$ cat config.mk
export PLATFORM = sky130hd
export DESIGN_NAME = femto8_bus_responder
export DESIGN_NICKNAME = d
export VERILOG_FILES = /design/src/rtl/femto8_pkg.sv /design/src/rtl/femto8_byte_fifo.sv /design/src/rtl/femto8_bus_responder.sv
export SDC_FILE = /design/constraint.sdc
export NUM_CORES = 2
export LEC_CHECK = 0
export BUFFER_PORTS_ARGS = -buffer_cell sky130_fd_sc_hd__buf_4
export CAP_MARGIN = 0
export CORE_ASPECT_RATIO = 1.1
export CORE_MARGIN = 10
export CORE_UTILIZATION = 40
export CTS_BUF_LIST = sky130_fd_sc_hd__clkbuf_4
export DETAILED_ROUTE_END_ITERATION = 6
export GPL_ROUTABILITY_DRIVEN = 0
export HOLD_SLACK_MARGIN = 0.15
export PLACE_DENSITY = 0.62
export SLEW_MARGIN = 10
export SYNTH_ARGS = -nofsm -noshare
export SYNTH_HDL_FRONTEND = slang
export SYNTH_SLANG_ARGS = --single-unit
$ cat constraint.sdc
create_clock -name clk -period 3.6 [get_ports clk]
set_input_delay 0.72 -clock clk [delete_from_list [all_inputs] [get_ports clk]]
set_output_delay 0.72 -clock clk [all_outputs]
set_load 0.005 [all_outputs]
$ cat src/rtl/femto8_pkg.sv
// Shared definitions for the femto8 bus responder: address map, status bits, loader states.
package femto8_pkg;

   localparam logic [7:0] ROM_BASE  = 8'h80;
   localparam logic [7:0] OUT_ADDR  = 8'h0F;
   localparam logic [7:0] STAT_ADDR = 8'h0E;

   localparam int ST_FULL  = 0;
   localparam int ST_EMPTY = 1;
   localparam int ST_OVF   = 2;

   typedef enum logic {
      S_LOAD = 1'b0,
      S_RUN  = 1'b1
   } load_state_t;

endpackage

$ cat src/rtl/femto8_byte_fifo.sv
// Byte FIFO with occupancy count; a push into a full FIFO is accepted only alongside a pop.
module femto8_byte_fifo #(
   parameter int DEPTH = 4
) (
   input  logic                     clk,
   input  logic                     reset,
   input  logic                     push,
   input  logic [7:0]               din,
   output logic                     full,
   input  logic                     pop,
   output logic [7:0]               dout,
   output logic                     empty,
   output logic [$clog2(DEPTH):0]   count
);

   localparam int AW = $clog2(DEPTH);
   localparam int CW = AW + 1;

   logic [7:0]    mem [DEPTH];
   logic [AW-1:0] wr_ptr;
   logic [AW-1:0] rd_ptr;
   logic          do_push;
   logic          do_pop;

   assign full    = (count == CW'(DEPTH));
   assign empty   = (count == '0);
   assign do_pop  = pop && !empty;
   assign do_push = push && (!full || do_pop);
   assign dout    = mem[rd_ptr];

   always_ff @(posedge clk) begin
      if (do_push) mem[wr_ptr] <= din;
   end

   // Pointers wrap on their own because DEPTH is a power of two.
   always_ff @(posedge clk) begin
      if (reset) begin
         wr_ptr <= '0;
         rd_ptr <= '0;
         count  <= '0;
      end else begin
         if (do_push) wr_ptr <= wr_ptr + AW'(1);
         if (do_pop)  rd_ptr <= rd_ptr + AW'(1);
         case ({do_push, do_pop})
            2'b10:   count <= count + CW'(1);
            2'b01:   count <= count - CW'(1);
            default: count <= count;
         endcase
      end
   end

endmodule

$ cat src/rtl/femto8_bus_responder.sv
// femto8 memory-side responder: ROM loader that holds the CPU in reset, RAM, and a memory-mapped output FIFO.
module femto8_bus_responder #(
   parameter int         FIFO_DEPTH = 4,
   parameter logic [7:0] OUT_ADDR   = femto8_pkg::OUT_ADDR,
   parameter logic [7:0] STAT_ADDR  = femto8_pkg::STAT_ADDR
) (
   input  logic       clk,
   input  logic       reset,
   output logic       cpu_reset,
   input  logic [7:0] address,
   input  logic [7:0] cpu_wdata,
   input  logic       write,
   output logic [7:0] cpu_rdata,
   input  logic       ld_valid,
   input  logic [7:0] ld_data,
   input  logic       ld_last,
   output logic       ld_ready,
   output logic       out_valid,
   output logic [7:0] out_data,
   input  logic       out_ready,
   output logic       loaded
);

   import femto8_pkg::*;

   localparam int CW = $clog2(FIFO_DEPTH) + 1;

   load_state_t   state;
   logic [6:0]    ptr;
   logic          overflow;
   logic [7:0]    rom [128];
   logic [7:0]    ram [128];

   logic          ld_accept;
   logic          cpu_we;
   logic          fifo_push;
   logic          fifo_pop;
   logic          fifo_full;
   logic          fifo_empty;
   logic [CW-1:0] fifo_count;
   logic          ram_we;
   logic          is_rom;

   assign is_rom    = address[7];
   assign ld_accept = ld_valid && ld_ready;
   assign cpu_we    = write && (state == S_RUN);
   assign fifo_push = cpu_we && (address == OUT_ADDR);
   assign fifo_pop  = out_ready && out_valid;
   assign ram_we    = cpu_we && !is_rom && (address != OUT_ADDR) && (address != STAT_ADDR);
   assign out_valid = !fifo_empty;

   femto8_byte_fifo #(.DEPTH(FIFO_DEPTH)) u_fifo (
      .clk   (clk),
      .reset (reset),
      .push  (fifo_push),
      .din   (cpu_wdata),
      .full  (fifo_full),
      .pop   (fifo_pop),
      .dout  (out_data),
      .empty (fifo_empty),
      .count (fifo_count)
   );

   // Loader FSM; outputs are registered alongside the state.
   always_ff @(posedge clk) begin
      if (reset) begin
         state     <= S_LOAD;
         cpu_reset <= 1'b1;
         ld_ready  <= 1'b1;
         loaded    <= 1'b0;
         ptr       <= '0;
      end else begin
         case (state)
            S_LOAD: begin
               if (ld_accept) begin
                  if (ptr != 7'd127) ptr <= ptr + 7'd1;
                  if (ld_last || ptr == 7'd127) begin
                     state     <= S_RUN;
                     cpu_reset <= 1'b0;
                     ld_ready  <= 1'b0;
                     loaded    <= 1'b1;
                  end
               end
            end
            S_RUN: begin
               state <= S_RUN;
            end
            default: begin
               state     <= S_LOAD;
               cpu_reset <= 1'b1;
               ld_ready  <= 1'b1;
               loaded    <= 1'b0;
            end
         endcase
      end
   end

   always_ff @(posedge clk) begin
      if (ld_accept) rom[ptr] <= ld_data;
   end

   always_ff @(posedge clk) begin
      if (ram_we) ram[address[6:0]] <= cpu_wdata;
   end

   // A full FIFO with a pop in the same cycle still takes the push, so no overflow then.
   always_ff @(posedge clk) begin
      if (reset) begin
         overflow <= 1'b0;
      end else if (fifo_push && fifo_full && !fifo_pop) begin
         overflow <= 1'b1;
      end else if (cpu_we && address == STAT_ADDR) begin
         overflow <= 1'b0;
      end
   end

   always_comb begin
      cpu_rdata = ram[address[6:0]];
      if (is_rom) begin
         cpu_rdata = rom[address[6:0]];
      end else if (address == STAT_ADDR) begin
         cpu_rdata           = 8'h00;
         cpu_rdata[ST_FULL]  = fifo_full;
         cpu_rdata[ST_EMPTY] = fifo_empty;
         cpu_rdata[ST_OVF]   = overflow;
      end else if (address == OUT_ADDR) begin
         cpu_rdata = 8'(fifo_count);
      end
   end

endmodule

==> flow_summary.ini <==
[status]
status = finished with violations
violations = negative setup slack

[critical_path]
crit_path_frequent_cell = or4_4
slowest_stage = or4_4
critical-path-top-delay-family = compound AO/OA/AOI/OAI gates
max_stage_delay_ns = 0.55
critPathBufInv = 2
critical_path_class = register to output port
r2r-end = rom[105][4]$_DFFE_PP_
rrSetupSlack_ns = 0.68
arrival_ns = 4.41
cp-end-kind = output port
worst-path-max-fanout = 1
r2r_start = ptr[4]$_SDFFE_PP0P_
cp-start-kind = register
worstPathRequired_ns = 2.88
path_cells = mux2_2, a221o_1, o21ai_0, buf_4, a21oi_1, or4_4, or4_4, a221o_2, buf_6
reg2reg_depth = 3

[global_routing]
grt-ovfl-total = 0
grt_pass1_wl_um = 383500
track_usage_pct = 23.90
antenna_found_initial = 10
grt_max_degree = 129
grt_pass1_vias = 52370

[logic_synthesis]
synthFlopType = edfxtp_1
avgSynthCellArea_um2 = 17.69
synth_edf_count = 2080
syn_area_um2 = 81390
synth_top_family_by_area = compound AO/OA/AOI/OAI gates
synthXorXnorAreaFrac_pct = 0.1076
yosys_warnings = 0
ys_seq_area_share_pct = 77.23
synthDistinctLibCells = 77
synthMuxAreaShare_pct = 7.182
syn_inst = 4602
synthAdderAreaFrac_pct = 0.1168
synth_most_common_cell = edfxtp_1
synth_top_cell_by_area = edfxtp_1
synth-compound-area-share_pct = 9.714
post-synth-top-area-fraction_pct = 76.74
ys_seq_elements = 2100
synthTopCellsByCount = edfxtp_1 (2080), nor2_1 (353), a22oi_1 (235), mux2_2 (194), mux2i_1 (161)
ys_top_cells_by_area = edfxtp_1 (77%), mux2_2 (2.7%), mux4_2 (2.5%)
synthSimpleGateAreaFrac_pct = 3.633
ys_async_sr_fraction_pct = 0

[placed_design]
post-place-cells = 7932
io_buffers = 49
hpwlAfterDp_um = 183000

[cts]
cts_tree = yes
htree_num_levels = 6
clock_path_buffers = 4
clkSinkCount = 2100
clk_latency_ns = 1.49
cts-root-buf = clkbuf_4
clk_pin_slew_worst_paths_ns = 0.07
cts-buffers-inserted = 551

[sta]
rsz0062_at_grt = true
fmax_ghz = 0.1948
hold_violations = 0
setup_viol = 8
tightest_slew_ns = 1.208
setup_ws_ns = -1.534
slew_viol_final = 0
finClkSkew_ns = 0.07551
whs_ns = 0.2323
period_minus_slack_ns = 5.134
slew_headroom_pct = 19.46
fin_crit_sh_pct = 142.6

[min_path]
hold_path_startpoint = reset
hp-class = input pin to register
hold_depth = 3
min_to = ptr[1]$_SDFFE_PP0P_

[power_and_ir_drop]
ir_drop_v = 0.0003893
power.total_mw = 50.89
power.density_nw_per_um2 = 513.9
cellLeakagePower_nw = 33.30

[floorplan]
die_h_um = 493.1
die_area_um2 = 221900
die_x_um = 450.1
initial_core_util_pct = 40.26
rows = 173
ioPinCount = 50
core_area_um2 = 202200

[final_layout]
fin_cells = 8862
drive_gt1_share_pct = 34.88
fillers = 17080
finalNetCount = 5825
post-route-util_pct = 48.98
area_growth_pct = 21.67

[detailed_routing]
vias_per_cell = 5.932
drc_errors = 0
drtIter0Drc = 7310
first_pass_iters = 6
wl_um = 274900
routedWlPerCell_um = 31.02
antenna_left = 0
vias = 52570

[job]
drv_cap = 0
## cell usage in the layout, fill, tap and decap left out, drive strengths merged, types with 43 or more instances in the layout
master   instances
a22oi          235
o21ai           95
a221oi         162
edfxtp        2080
nand2          150
a22o            54
o2bb2ai         43
a21oi          119
mux4            89
nor2           353
clkbuf         776
buf            921
mux2           198
mux2i          161
clkinv          88
a221o           98
## flip-flops by register name (all words and copies together) (netlist names), named ones only
name / flops
overflow: 1
ld_ready: 1
u_fifo.wr_ptr: 2
u_fifo.rd_ptr: 2
ptr: 7
ram: 1024
state: 1
rom: 1024
loaded: 1
u_fifo.count: 3
u_fifo.mem: 32
## worst reg2reg max path: stages, from the launching register on
cell and delay [ns]:
dfxtp_1 0.47, nor2b_1 0.53, nand3_1 0.62, nor2_1 0.88
## routing by layer
layer	part of all wire [%]	global-route usage (%)	vias to the layer above
li1	-	-	21610
met3	10	6.165	784
met4	6.2	13.64	8
met2	47	38.54	3544
met1	36	29.21	26620
met5	0.015	0	-
## stage by stage
step | setup slack (ns) | TNS, ns | instance area (um^2)
after floorplan | -0.03560 | -0.04247 | 81590
after global placement | -1.648 | -248.38 | 91600
after detailed placement | -1.826 | -254.07 | 91600
after CTS | -1.660 | -9.800 | 98870
after global routing | -1.579 | -9.889 | 99000
final | -1.534 | -9.351 | 99030
## cell families (layout without fill, tap and decap cells)
kind of cell	count (synthesis)	count (layout)
AOI/OAI and AO/OA	1026	1026
DFF	2100	2100
and+or+nand+nor	667	667
buffers and inverters	343	1858
xor gates and xnor gates	10	10
adders and majority gates	7	7
other	1	34
muxes	448	448
## power breakdown
group          leakage [nW]  internal (mW)  switching (mW)  total, mW
combinational          10.4           1.27            2.25       3.51
clock                  3.99           10.8            9.68       20.5
sequential             18.9           26.9          0.0196       26.9
## how the worst max path moves through the flow
stage	to	depth (start not counted)	slack [ns]	start
2_1_floorplan	cpu_rdata[1]	12	-0.04	address[0]
3_3_place_gp	cpu_rdata[6]	13	-1.65	address[0]
3_5_place_dp	cpu_rdata[6]	13	-1.83	address[0]
4_1_cts	cpu_rdata[7]	8	-1.66	ram[48][7]$_DFFE_PP_
5_1_grt	cpu_rdata[7]	8	-1.58	ram[49][7]$_DFFE_PP_
6_report	cpu_rdata[7]	9	-1.53	ram[26][7]$_DFFE_PP_
## area by class of cell
type                    instances  area, um^2  area share, %
flip-flops and latches       2100       62860          63.48
multi-input cells            2174       17630          17.80
repair buffers                944        8378          8.461
clock buffers                 776        5826          5.883
well taps                    2712        3393          3.427
clock inverters               121       822.0         0.8301
inverters                      17       73.82        0.07455
diodes                         18       45.04        0.04549
## timing repair
action                                  4_1_cts  5_1_grt
gates resized for setup                      92       30
buffers inserted                              0        0
gates cloned                                  0        0
hold buffers                                 23        0
endpoints found under the setup margin       16        8
pin swaps                                    38       22
endpoints found under the hold margin      1785        0
No activity file was read; power rests on OpenSTA's default activity.
